===== src/rtl/vram_fetch_arbiter.sv =====
// vram_fetch_arbiter: shares one sync-read VRAM between tile fetch and CPU.
// Video takes the name/pattern address slots of each 8-pixel cell; the CPU
// gets every other cycle through req/ack. Ports: clk, reset (sync, high),
// hpos/vpos beam counters, cpu_req/we/addr/wdata -> cpu_ack/rdata/rvalid,
// mem_addr/we/wdata -> VRAM, mem_rdata <- VRAM, pat_data/col/valid -> shifter.
// Option: define VRAM_STALL_STATS_EN to add the cpu_stall_cnt[15:0] output.
module vram_fetch_arbiter #(
  parameter int ADDR_W = 12,
  parameter logic [ADDR_W-1:0] NAME_BASE = 12'h000,
  parameter logic [ADDR_W-1:0] PAT_BASE = 12'h800,
  parameter int V_DISPLAY = 240,
  parameter int V_MAX = 261,
  parameter int H_PREFETCH = 304
) (
  input  logic              clk,
  input  logic              reset,
  input  logic [8:0]        hpos,
  input  logic [8:0]        vpos,
  input  logic              cpu_req,
  input  logic              cpu_we,
  input  logic [ADDR_W-1:0] cpu_addr,
  input  logic [7:0]        cpu_wdata,
  output logic              cpu_ack,
  output logic [7:0]        cpu_rdata,
  output logic              cpu_rvalid,
  output logic [ADDR_W-1:0] mem_addr,
  output logic              mem_we,
  output logic [7:0]        mem_wdata,
  input  logic [7:0]        mem_rdata,
  output logic [7:0]        pat_data,
  output logic [4:0]        pat_col,
  output logic              pat_valid
`ifdef VRAM_STALL_STATS_EN
  ,
  output logic [15:0]       cpu_stall_cnt
`endif
);

  localparam logic [8:0] VDISP = 9'(V_DISPLAY);
  localparam logic [8:0] VMAX = 9'(V_MAX);
  localparam logic [8:0] HP0 = 9'(H_PREFETCH);
  localparam logic [8:0] HP3 = 9'(H_PREFETCH + 3);

  logic [8:0]        fline;
  logic [4:0]        col;
  logic [2:0]        phase;
  logic              live;
  logic              in_win;
  logic              name_slot;
  logic              pat_slot;
  logic              grant;

  logic [ADDR_W-1:0] addr_q;
  logic [7:0]        tile;
  logic              tile_ok;
  logic              name_issued;
  logic              pat_issued;
  logic              rd_pend;
  logic [7:0]        rdata_q;
  logic [7:0]        pat_q;
  logic [4:0]        col_q;

  // After hpos 256 the fetcher works on the following line.
  always_comb begin
    fline = vpos;
    if (hpos >= 9'd256) begin
      fline = (vpos == VMAX) ? 9'd0 : vpos + 9'd1;
    end
  end

  assign col = (hpos < 9'd248) ? hpos[7:3] + 5'd1 : 5'd0;
  assign phase = hpos[2:0];
  assign live = !reset;

  assign in_win = (fline < VDISP) &&
                  ((hpos < 9'd248) ||
                   ((hpos >= HP0) && (hpos <= HP3)));

  assign name_slot = live && in_win && (phase == 3'd0);
  assign pat_slot = live && in_win && (phase == 3'd2);
  assign grant = live && cpu_req && !name_slot && !pat_slot;

  always_comb begin
    mem_addr = addr_q;
    if (name_slot) begin
      mem_addr = NAME_BASE + ADDR_W'({fline[7:3], col});
    end else if (pat_slot) begin
      mem_addr = PAT_BASE + ADDR_W'({tile, fline[2:0]});
    end else if (grant) begin
      mem_addr = cpu_addr;
    end
  end

  assign mem_we = grant && cpu_we;
  assign mem_wdata = grant ? cpu_wdata : 8'd0;
  assign cpu_ack = grant;

  // Read data arrives the cycle after its address; pass it straight
  // through on the valid cycle and hold it afterwards.
  assign cpu_rvalid = live && rd_pend;
  assign cpu_rdata = cpu_rvalid ? mem_rdata : rdata_q;

  assign pat_valid = live && pat_issued && in_win && (phase == 3'd3);
  assign pat_data = pat_valid ? mem_rdata : pat_q;
  assign pat_col = pat_valid ? col : col_q;

  always_ff @(posedge clk) begin
    if (reset) begin
      addr_q <= '0;
      tile <= 8'd0;
      tile_ok <= 1'b0;
      name_issued <= 1'b0;
      pat_issued <= 1'b0;
      rd_pend <= 1'b0;
      rdata_q <= 8'd0;
      pat_q <= 8'd0;
      col_q <= 5'd0;
    end else begin
      addr_q <= mem_addr;
      name_issued <= name_slot;
      // A tile is only trusted when its name read was issued on the
      // previous cycle; a beam jump drops it until the next phase 0.
      if (in_win && (phase == 3'd1) && name_issued) begin
        tile <= mem_rdata;
        tile_ok <= 1'b1;
      end else if (name_slot || pat_slot) begin
        tile_ok <= 1'b0;
      end
      pat_issued <= pat_slot && tile_ok;
      rd_pend <= grant && !cpu_we;
      if (cpu_rvalid) begin
        rdata_q <= mem_rdata;
      end
      if (pat_valid) begin
        pat_q <= mem_rdata;
        col_q <= col;
      end
    end
  end

`ifdef VRAM_STALL_STATS_EN
  always_ff @(posedge clk) begin
    if (reset || ((vpos == 9'd0) && (hpos == 9'd0))) begin
      cpu_stall_cnt <= 16'd0;
    end else if (cpu_req && !cpu_ack && (cpu_stall_cnt != 16'hFFFF)) begin
      cpu_stall_cnt <= cpu_stall_cnt + 16'd1;
    end
  end
`endif

endmodule

===== config.mk =====
export PLATFORM = sky130hd
export DESIGN_NAME = vram_fetch_arbiter
export DESIGN_NICKNAME = d
export VERILOG_FILES = /design/src/rtl/vram_fetch_arbiter.sv
export SDC_FILE = /design/constraint.sdc
export NUM_CORES = 1
export LEC_CHECK = 0
export BUFFER_PORTS_ARGS = -buffer_cell sky130_fd_sc_hd__buf_2
export CAP_MARGIN = 5
export CORE_MARGIN = 10
export CORE_UTILIZATION = 53
export CTS_CLUSTER_DIAMETER = 40
export DETAILED_ROUTE_END_ITERATION = 12
export GPL_TIMING_DRIVEN = 0
export MAX_ROUTING_LAYER = met4
export PLACE_DENSITY = 0.83
export SETUP_SLACK_MARGIN = 0.15
export SYNTH_ARGS = -nofsm -noshare
export SYNTH_HDL_FRONTEND = slang
export SYNTH_SLANG_ARGS = --single-unit

===== constraint.sdc =====
create_clock -name clk -period 4.6 [get_ports clk]
set_input_delay 0.46 -clock clk [delete_from_list [all_inputs] [get_ports clk]]
set_output_delay 0.46 -clock clk [all_outputs]
set_load 0.005 [all_outputs]

==> Yosys cells after proc, flatten, opt, wreduce, memory -nomap -nowiden <==
Cells that the tools add are included.
{ "classes": {"add_sub_neg": 3, "multipliers": 0, "n_lt_le_gt_ge": 5, "mux": 12, "n_bitwise": 0, "shift": 0, "n_div": 0, "n_reduce_logical": 25, "n_eq_ne": 4} }
{ "ops": {"columns": ["cell", "count"], "rows": [
  ["$mux W12", 3],
  ["$mux W8", 3],
  ["$ge A9 B9 Y1 const B", 2],
  ["$lt A9 B8 Y1 const B", 2],
  ["$mux W9", 2],
  ["$logic_and A1 B1 Y1", 17],
  ["$add A12 B11 Y12 const A", 1],
  ["$mux W5", 2],
  ["$add A9 B1 Y9 const B", 1],
  ["$eq A9 B9 Y1 const B", 1],
  ["$le A9 B9 Y1 const B", 1],
  ["$eq A3 B2 Y1 const B", 2],
  ["$add A5 B1 Y5 const B", 1],
  ["$logic_not A1 Y1", 4],
  ["$eq A3 B1 Y1 const B", 1],
  ["$logic_not A3 Y1", 1],
  ["$logic_or A1 B1 Y1", 2],
  ["$mux W1", 2],
  ["$reduce_bool A2 Y1", 1]
]} }
{ "word_totals": {"mem_bits_ro": 0, "memories": 0, "ff_bits": 45, "elab_cells": 58, "out_inout_bits": 45, "in_bits": 50, "latch_bits": 0, "mem_bits_rw": 0} }

==> Longest topological paths before layout <==
Gate-level depths: netlist of the first run.
{ "depth": {"depth_word": 13, "ltp_mapped": 10, "ltp_nobuf": 8} }

==> Worst setup path after synthesis of the first run <==
No wires, ideal clock.
{ "synth_timing": {"path_type": "input to output", "start": "input hpos[3]", "end": "output pat_col[2]", "t_required_ns": 4.140, "path_buffers": 1, "arrival_ns": 2.038, "cell_stages": 7, "path_slack_ns": 2.102, "cell_sequence": "ha_1 a221oi_1 a41o_1 nand4_4 buf_6 or3_4 nand2_1"} }
{ "synth_between": {"elab_chain_cells": 7} }
{ "synth_lines": {"columns": ["item", "line_no", "rtl"], "rows": [
  ["start, declared", "17", "input logic [8:0] hpos,"],
  ["$ge A9 B9 Y1 (tied with other cells)", "66", "if (hpos >= 9'd256) begin"],
  ["$mux W9 / $logic_and A1 B1 Y1 (equally long branches)", "66, 77", null],
  ["$lt A9 B8 Y1 / $logic_or A1 B1 Y1 (equally long branches)", "75, 76", null],
  ["$logic_and A1 B1 Y1", "75", "assign in_win = (fline < VDISP) &&"],
  ["$logic_and A1 B1 Y1 (2 in a row)", "103", "assign pat_valid = live && pat_issued && in_win && (phase == 3'd3);"],
  ["$mux W5 (*)", null, null],
  ["end, declared", "31", "output logic [4:0] pat_col,"]
]} }
Mark *: on every way between the ends. The rest lies on a longest branch, timed or not.

==> Worst setup path in the final report of the first run <==
{ "layout_timing": {"start": "input hpos[3]", "end": "output mem_addr[3]"} }
{ "layout_between": {"elab_chain_cells": 12} }
{ "layout_lines": {"columns": ["item", "line_no", "rtl"], "rows": [
  ["$ge A9 B9 Y1 (tied with other cells)", "66", null],
  ["$mux W9 / $logic_and A1 B1 Y1 (equally long branches)", "66, 77", null],
  ["$lt A9 B8 Y1 / $logic_or A1 B1 Y1 (equally long branches)", "75, 76", null],
  ["$logic_and A1 B1 Y1", "75", null],
  ["$logic_and A1 B1 Y1", "79, 80", null],
  ["$logic_and A1 B1 Y1", "79", "assign name_slot = live && in_win && (phase == 3'd0);"],
  ["$logic_not A1 Y1", "81", "assign grant = live && cpu_req && !name_slot && !pat_slot;"],
  ["$logic_and A1 B1 Y1 (2 in a row)", "81", null],
  ["$mux W12", "89", "end else if (grant) begin"],
  ["$mux W12", "87", "end else if (pat_slot) begin"],
  ["$mux W12 (*)", "85", "if (name_slot) begin"],
  ["end, declared", "26", "output logic [ADDR_W-1:0] mem_addr,"]
]} }
Marks and branches as above.

==> flow_summary.json, run 1 <==
{
  "post_route_cells_drive_above_1_share_pct": 35.0,
  "cts.sinks": 45,
  "hold_violations": 0,
  "synthArstFlopShare_pct": 0,
  "grt_pass1_vias": 2442,
  "io_buffer_count": 91,
  "wl_per_cell_um": 16.6,
  "fin_crit_ns": 3.10,
  "h-tree-depth": 2,
  "timing_worst_slew_pin_value_ns": 0.563,
  "worst_slew_margin_rel_pct": 62.5,
  "yosysTopAreaCellShare_pct": 35.5,
  "detail_route.wirelength_mm": 7.31,
  "worstPathCellList": "buf_2 -> ha_1 -> a221oi_1 -> a41o_1 -> nand4_2 -> buf_2 -> a211oi_1 -> a31oi_1 -> buf_2",
  "max_freq_mhz": 322,
  "insertedDiodeCount": 0,
  "die-area_um2": 7960,
  "min-delay-start": "cpu_we",
  "crit_slowest_cell": "sky130_fd_sc_hd__a211oi_1",
  "cp_data_arrival_time_ns": 2.64,
  "remaining_drc_errors": 0,
  "regToRegEndpoint": "pat_q[6]",
  "rd_place_congestion": 0.903,
  "rsz_0062_raised_after_global_routing": "false",
  "ant_nets": 0,
  "cpMostUsedCell": "sky130_fd_sc_hd__buf_2",
  "clock_tree.buffer_depth": 2,
  "number_of_distinct_library_cells_after_synthesis": 43,
  "die_width_um": 89.2,
  "flow.area_growth_from_synthesis_pct": 24.1,
  "synth.largest_area_cell": "sky130_fd_sc_hd__dfxtp_1",
  "design.portCount": 95,
  "cts-root-buf": "sky130_fd_sc_hd__clkbuf_8",
  "drt_first_iter_violations": 141,
  "number_of_endpoints_failing_setup_at_the_final_stage": 0,
  "synth_area_per_cell_um2": 8.85,
  "cts-buffers-inserted": 5,
  "synth.yosys.warnings": 0,
  "syn_area_um2": 2540,
  "fp-row-count": 25,
  "finClkSkew_ns": 0.0118,
  "timing_worst_setup_path_type": "input port to output pin",
  "max-cap-violations": 0,
  "irDropWorstVdd_mv": 0.235,
  "viasPerCell": 5.51,
  "postSynthRegisterBits": 45,
  "reg2reg_slack_ns": 2.94,
  "filler_cell_count": 433,
  "post-layout-total-power_mw": 0.794,
  "maximum_net_fanout_on_the_critical_path": 10,
  "cts.reportedPaths.clkPinSlew_ns": 0.09,
  "layout.nets": 439,
  "cp_data_required_time_ns": 4.14,
  "grt_pass1_wl_mm": 11.6,
  "worst_setup_path_startpoint": "hpos[3]",
  "hold_slack_ns": 0.307,
  "synth_cells": 287,
  "global_route.usage.total_pct": 19.0,
  "grt_max_degree": 16,
  "clock_insertion_delay_worst_skew_ns": 0.32,
  "place_hpwl_mm": 5.67,
  "cts_repair_resize_count": 0,
  "drt_first_pass_iters": 4,
  "grt_overflow": 0,
  "most_used_flip_flop_cell_after_synthesis": "sky130_fd_sc_hd__dfxtp_1",
  "die_y_um": 89.2,
  "sort_of_element_at_the_start_of_the_critical_path": "input port",
  "p_per_area_nw_per_um2": 252,
  "coreArea_um2": 4690,
  "multiInputGateArea_um2": 1510,
  "outcome": "finished, final reports clean",
  "worst_r2r_startpoint": "pat_issued",
  "layout.area.seq_um2": 901,
  "post_cts_setup_driven_buffer_insertion_count": 0,
  "synth_common_cells": "sky130_fd_sc_hd__dfxtp_1, sky130_fd_sc_hd__nand2_1, sky130_fd_sc_hd__mux2i_1",
  "worst_hold_depth": 2,
  "tritoncts": "built",
  "hold_path.class": "input port to register",
  "fin_tns_setup_ns": 0,
  "antenna_violations_before_repair": 0,
  "synthMostInstantiatedCell": "sky130_fd_sc_hd__dfxtp_1",
  "period_share_pct": 67.4,
  "power.leakage_nw": 1.60,
  "floorplan.initialDensity_pct": 54.2,
  "utilization_pct": 67.2,
  "number_of_nets_produced_by_synthesis": 341,
  "main_area_contributors_after_synthesis": "sky130_fd_sc_hd__dfxtp_1, sky130_fd_sc_hd__mux2i_1, sky130_fd_sc_hd__mux2_2, sky130_fd_sc_hd__nor2b_1, sky130_fd_sc_hd__nand2_1",
  "timing.hold.worst_endpoint": "rd_pend",
  "worst_path_largest_cell_delay_ns": 0.37,
  "ff2ff_path_depth": 5,
  "timing.critical_path.to_type": "output pin",
  "synth-edff-count": 0,
  "post_synthesis_sequential_area_ratio_pct": 35.5,
  "vias": 2424,
  "timing_max_transition_violations_final": 0,
  "ctsHoldBuffers": 0
}
## routing by layer
metal  wire (µm)  part of all wire, %  vias up  track usage [%]
met1        3270                   45     1132             22.9
met4         144                  2.0        0             7.08
met5           0                    0        -                -
li1            -                    -     1207                -
met2        3470                   47       72             30.2
met3         426                  5.8       13             4.56
## state kept, by name (all words and copies together), names as in the netlist
signal	cells
addr_q	12
col_q	5
name_issued	1
pat_issued	1
pat_q	8
rd_pend	1
rdata_q	8
tile	8
tile_ok	1
## critical path, delay by kind of cell
kind / cells / cell delay (ns)
adder cells (fa/ha/maj): 1 / 0.27
buffers and inverters: 3 / 0.55
AO/OA/AOI/OAI: 4 / 1.10
AND/OR/NAND/NOR: 1 / 0.26
## power by group
| group | switching (mW) | total [mW] | internal (mW) |
|---|---|---|---|
| logic | 0.0758 | 0.137 | 0.0614 |
| clock network | 0.148 | 0.256 | 0.108 |
| registers | 0.00291 | 0.401 | 0.398 |
| total | 0.227 | 0.794 | 0.567 |
## layout make-up
class	count	share of cell area, %
Buffer	21	3.41
Clock buffer	5	2.18
Clock inverter	3	0.674
Inverter	6	0.714
Multi-Input combinational cell	215	47.9
Sequential cell	45	28.6
Tap cell	54	2.14
Timing Repair Buffer	91	14.4
## cells in the final DEF, fill, tap and decap left out, drive strengths merged, types with 4 or more instances in the layout
cell,netlist,layout
nand2,33,33
nor3,4,4
inv,6,7
nor2b,23,23
buf,8,99
a211oi,11,11
a21oi,9,9
xnor2,6,6
mux2,17,17
nor2,21,21
dfxtp,45,45
nand3,6,6
nand4,8,8
and3,9,9
a31oi,8,8
ha,4,4
o21ai,5,5
mux2i,25,25
clkbuf,13,18
## logic make-up after synthesis
kind of cell | Yosys count | synth area share, %
mux | 42 | 17.5
buf+inv | 27 | 5.12
simple gates | 120 | 25.8
compound gates | 43 | 12.1
xor+xnor | 6 | 2.07
flops | 45 | 35.5
fa+ha+maj | 4 | 1.97
## worst max-delay path by stage
stage / endpoint / slack [ns]
after floorplan: pat_col[2] / 2.10
after CTS: mem_addr[3] / 1.50
after global routing: mem_addr[3] / 1.33
final: mem_addr[3] / 1.50
after detailed placement: mem_addr[9] / 1.56
after global placement: mem_addr[3] / 1.59
## stage by stage
step	area, µm²	std cells	worst slack (ns)
final	3150	440	1.50
after global routing	3150	440	1.33
after CTS	3150	440	1.50
after detailed placement	3060	432	1.56
after global placement	3060	432	1.59
after floorplan	2540	287	2.10
No activity file was read; power rests on OpenSTA's default activity.
==> run 2, diff against run 1 <==
- CORE_UTILIZATION: 53 -> 49
- PLACE_DENSITY: 0.83 -> 0.78
- clock period: 4.6 -> 3.2 ns (I/O delays scaled with it)
==> run 2 against run 1 <==
Clock skew decreased by 0.0081 ns. Count of clock-buffer cells in the layout is 1 higher. Highest routed layer unchanged. Sequential share of layout area down 0.26 points. Largest cell class unchanged. Global-route usage down 2.1 points. Critical endpoint unchanged.
==> flow_summary.json, run 2 (synthesis results as in run 1) <==
{
  "critPathTopFamily": "compound AO/OA/AOI/OAI gates",
  "hold_violations": 0,
  "maximum_net_fanout_on_the_critical_path": 10,
  "design.portCount": 95,
  "final_common_cell": "sky130_fd_sc_hd__buf_2",
  "worstPathCellList": "buf_2 -> inv_1 -> ha_1 -> and2_1 -> mux2i_1 -> a41o_1 -> nand4_2 -> buf_2 -> a211oi_1 -> a31oi_1 -> buf_2",
  "global_route.usage.met3_pct": 3.91,
  "die-area_um2": 8470,
  "cpMostUsedCell": "sky130_fd_sc_hd__buf_2",
  "global_route.usage.total_pct": 16.9,
  "worst_path_largest_cell_delay_ns": 0.37,
  "drt_first_pass_iters": 4,
  "floorplan.initialDensity_pct": 50.1,
  "tritoncts": "built",
  "coreArea_um2": 5070,
  "rd_place_congestion": 0.889,
  "grt_util_met2_pct": 28.1,
  "die_y_um": 92.0,
  "rsz_0062_raised_after_global_routing": "false",
  "grt_max_degree": 16,
  "drt_first_iter_violations": 170,
  "cts_repair_resize_count": 0,
  "h-tree-depth": 2,
  "grt_pass1_wl_mm": 11.6,
  "flow.area_growth_from_synthesis_pct": 25.3,
  "top_usage_layer": "met2",
  "hold_slack_ns": 0.189,
  "fin_crit_ns": 2.79,
  "largest_register_ffs": 12,
  "timing_worst_slew_pin_value_ns": 0.554,
  "die_width_um": 92.0,
  "period_share_pct": 87.2,
  "cp_data_required_time_ns": 2.88,
  "number_of_endpoints_failing_setup_at_the_final_stage": 0,
  "irDropWorstVdd_mv": 0.345,
  "vias": 2406,
  "ant_nets": 0,
  "power.leakage_nw": 1.60,
  "cp_data_arrival_time_ns": 2.47,
  "viasPerCell": 5.28,
  "grt_use_met1_pct": 20.4,
  "detail_route.wirelength_mm": 7.26,
  "ctsHoldBuffers": 0,
  "post_route_cells_drive_above_1_share_pct": 35.0,
  "worst_slew_margin_rel_pct": 63.1,
  "post_cts_setup_driven_buffer_insertion_count": 0,
  "timing_worst_setup_path_type": "input port to output pin",
  "worst-path-buf-inv": 4,
  "max-cap-violations": 0,
  "p_per_area_nw_per_um2": 363,
  "hold_path.class": "input port to register",
  "regMostFlops": "addr_q",
  "layout.nets": 439,
  "timing_max_transition_violations_final": 0,
  "antenna_violations_before_repair": 0,
  "io_buffer_count": 91,
  "sort_of_element_at_the_start_of_the_critical_path": "input port",
  "cts-root-buf": "sky130_fd_sc_hd__clkbuf_8",
  "grt_pass1_vias": 2406,
  "place_hpwl_mm": 5.77,
  "max_freq_mhz": 358,
  "clock_tree.buffer_depth": 2,
  "remaining_drc_errors": 0,
  "timing.critical_path.to_type": "output pin",
  "cts.sinks": 45,
  "outcome": "finished, final reports clean",
  "fp-row-count": 26,
  "insertedDiodeCount": 0,
  "clock_insertion_delay_worst_skew_ns": 0.30,
  "most-common-layout-cells": "sky130_fd_sc_hd__buf_2, sky130_fd_sc_hd__dfxtp_1, sky130_fd_sc_hd__nand2_1",
  "fin_tns_setup_ns": 0,
  "wl_per_cell_um": 15.9,
  "finClkSkew_ns": 0.00367,
  "crit_slowest_cell": "sky130_fd_sc_hd__a211oi_1",
  "grt_overflow": 0,
  "cts-buffers-inserted": 5,
  "cts.reportedPaths.clkPinSlew_ns": 0.09
}
run 2: changes by cell type in the layout (fill, tap and decap cells not counted), sizes merged:
cell    before  now
clkbuf      18   19
clkinv       1    0
run 2: metal layers:
metal  vias to the layer above  part of all wire (%)
met1                      1100                    44
met2                        88                    49
met4                         0                  0.94
met5                         -                     0
li1                       1210                     -
met3                         8                   5.5
run 2: power breakdown:
part	internal, mW	leakage, nW	switching [mW]
Clock	0.178	0.0478	0.206
Sequential	0.572	0.365	0.00406
Combinational	0.0884	1.19	0.108
run 2: layout make-up:
class | count | area (µm²)
fill | 480 | 1890
multi-input combinational | 215 | 1510
sequential | 45 | 901
timing repair buffer | 91 | 455
buffer | 21 | 108
tap | 70 | 87.6
clock buffer | 6 | 82.6
inverter | 6 | 22.5
clock inverter | 2 | 16.3
run 2: path summary, 6_finish.rpt:
| path | cells past startpoint | end | slack, ns | startpoint |
|---|---|---|---|---|
| worst max-delay path | 11 | mem_addr[3] | 0.41 | hpos[3] |
| worst min-delay path | 2 | rd_pend | 0.19 | cpu_we |
| worst max register to register | 5 | pat_q[6] | 1.55 | pat_issued |
| worst min register to register | 2 | pat_issued | 0.44 | tile_ok |
run 2: worst reg2reg max path: cells and delay by family, from the launching register on:
kind	cells	cell delay (ns)
simple gates	3	0.70
flops	1	0.32
mux	1	0.30
buf+inv	1	0.21
run 2: metrics by stage:
| stage | instance area [µm²] | utilization (%) | power [mW] | worst slack (ns) | std cells |
|---|---|---|---|---|---|
| final | 3180 | 62.7 | 1.16 | 0.410 | 456 |
| after detailed placement | 3080 | 60.8 | 0.784 | 0.465 | 448 |
| after floorplan | 2540 | - | 0.695 | 0.982 | 287 |
| after global routing | 3180 | 62.7 | 1.21 | 0.292 | 456 |
| after global placement | 3080 | 60.8 | 0.781 | 0.458 | 448 |
| after CTS | 3180 | 62.7 | 1.16 | 0.440 | 456 |
==> run 3, diff against run 2 <==
- CORE_MARGIN: 10 -> 3
==> run 3 against run 2 <==
Global-route usage is 5.9 points higher. Flip-flop and latch count is the same. Non-clock buffer count stayed put. First-iteration DRC count fell by 35%. Maximum frequency is 0.30% lower. Final area is essentially flat. Clock power up 4%. Power up 0.97%. Combinational power about the same. Sequential power hardly changed.
==> flow_summary.json, run 3 (synthesis results as in run 1) <==
{
  "outcome": "finished, final reports clean",
  "cts.reportedPaths.clkPinSlew_ns": 0.08,
  "die_y_um": 78.0,
  "period_share_pct": 87.5,
  "timing_worst_setup_path_type": "input port to output pin",
  "p_per_area_nw_per_um2": 366,
  "worstPathCellList": "buf_2 -> ha_1 -> a221oi_1 -> a41o_1 -> nand4_2 -> buf_2 -> a211oi_1 -> a31oi_1 -> buf_2",
  "drt_first_pass_iters": 4,
  "maximum_net_fanout_on_the_critical_path": 10,
  "critPathTopFamily": "compound AO/OA/AOI/OAI gates",
  "io_buffer_count": 91,
  "clock_insertion_delay_worst_skew_ns": 0.30,
  "worst-path-buf-inv": 3,
  "design.portCount": 95,
  "rsz_0062_raised_after_global_routing": "false",
  "post_cts_setup_driven_buffer_insertion_count": 0,
  "remaining_drc_errors": 0,
  "ctsHoldBuffers": 0,
  "floorplan.initialDensity_pct": 52.1,
  "insertedDiodeCount": 0,
  "clock_tree.buffer_depth": 2,
  "cp_data_required_time_ns": 2.88,
  "final_common_cell": "sky130_fd_sc_hd__buf_2",
  "fp-row-count": 25,
  "fin_crit_ns": 2.80,
  "largest_register_ffs": 12,
  "sort_of_element_at_the_start_of_the_critical_path": "input port",
  "grt_overflow": 0,
  "vias": 2391,
  "number_of_endpoints_failing_setup_at_the_final_stage": 0,
  "die_width_um": 78.0,
  "die-area_um2": 6090,
  "antenna_violations_before_repair": 0,
  "fin_tns_setup_ns": 0,
  "drt_first_iter_violations": 110,
  "h-tree-depth": 2,
  "regMostFlops": "addr_q",
  "cts-root-buf": "sky130_fd_sc_hd__clkbuf_8",
  "grt_pass1_wl_mm": 10.9,
  "max-cap-violations": 0,
  "flow.area_growth_from_synthesis_pct": 25.4,
  "hold_path.class": "input port to register",
  "ant_nets": 0,
  "cpMostUsedCell": "sky130_fd_sc_hd__buf_2",
  "timing_max_transition_violations_final": 0,
  "rd_place_congestion": 0.839,
  "place_hpwl_mm": 5.14,
  "max_freq_mhz": 357,
  "cp_data_arrival_time_ns": 2.48,
  "power.leakage_nw": 1.61,
  "grt_pass1_vias": 2254,
  "viasPerCell": 5.28,
  "cts-buffers-inserted": 5,
  "timing_worst_slew_pin_value_ns": 0.577,
  "utilization_pct": 65.3,
  "timing.critical_path.to_type": "output pin",
  "grt_max_degree": 15,
  "most-common-layout-cells": "sky130_fd_sc_hd__buf_2, sky130_fd_sc_hd__dfxtp_1, sky130_fd_sc_hd__nand2_1",
  "post_route_cells_drive_above_1_share_pct": 35.0,
  "worst_slew_margin_rel_pct": 61.5,
  "wl_per_cell_um": 14.6,
  "finClkSkew_ns": 0.00474,
  "worst_path_largest_cell_delay_ns": 0.39,
  "cts.sinks": 45,
  "irDropWorstVdd_mv": 0.301,
  "crit_slowest_cell": "sky130_fd_sc_hd__a211oi_1",
  "hold_violations": 0,
  "tritoncts": "built",
  "detail_route.wirelength_mm": 6.60,
  "cts_repair_resize_count": 0,
  "global_route.usage.total_pct": 22.8,
  "layout.nets": 439,
  "coreArea_um2": 4880
}
[run 3: cell count changes in the layout (fill, tap and decap cells not counted), sizes merged]
cell / before / now
clkinvlp: 1 / 0
clkbuf: 19 / 20
[run 3: area by class of cell]
| type | instances | area, µm² |
|---|---|---|
| inverter | 6 | 22.5 |
| tap | 67 | 83.8 |
| clock inverter | 1 | 8.76 |
| buffer | 21 | 108 |
| multi-input combinational | 215 | 1510 |
| sequential | 45 | 901 |
| timing repair buffer | 91 | 455 |
| clock buffer | 7 | 96.3 |
| fill | 458 | 1690 |
[run 3: worst paths after layout]
path / startpoint / endpoint / slack, ns / depth (start not counted)
setup reg to reg: pat_issued / col_q[2] / 1.50 / 5
hold / removal: cpu_we / rd_pend / 0.19 / 2
setup / recovery: hpos[3] / mem_addr[3] / 0.40 / 9
hold reg to reg: tile_ok / pat_issued / 0.43 / 2
[run 3: worst register-to-register path: cells and delay by family, from the launching register on]
kind                   cells  cell delay, ns
AOI/OAI and AO/OA          1            0.14
buffers and inverters      1            0.22
and+or+nand+nor            3            0.98
DFF                        1            0.31
[run 3: power by group]
| group | switching (mW) | internal, mW | leakage (nW) |
|---|---|---|---|
| Sequential | 0.00401 | 0.572 | 0.365 |
| Clock | 0.198 | 0.200 | 0.0549 |
| Combinational | 0.106 | 0.0881 | 1.19 |
[run 3: metrics by stage]
stage / power, mW / setup slack [ns] / instances / hold slack [ns] / area, µm²
CTS: 1.18 / 0.388 / 453 / 0.176 / 3190
detailed placement: 0.782 / 0.416 / 445 / 0.423 / 3080
finish: 1.17 / 0.401 / 453 / 0.188 / 3190
global placement: 0.779 / 0.426 / 445 / 0.420 / 3080
floorplan: 0.695 / 0.982 / 287 / 0.392 / 2540
global route: 1.23 / 0.207 / 453 / 0.169 / 3190
[run 3: metal layers]
layer / vias up / GRT usage, % / share of wire [%]
met2: 69 / 35.8 / 47
met4: 0 / 5.94 / 1.2
met3: 8 / 4.70 / 5.7
met1: 1113 / 30.2 / 46
li1: 1201 / - / -
met5: - / - / 0
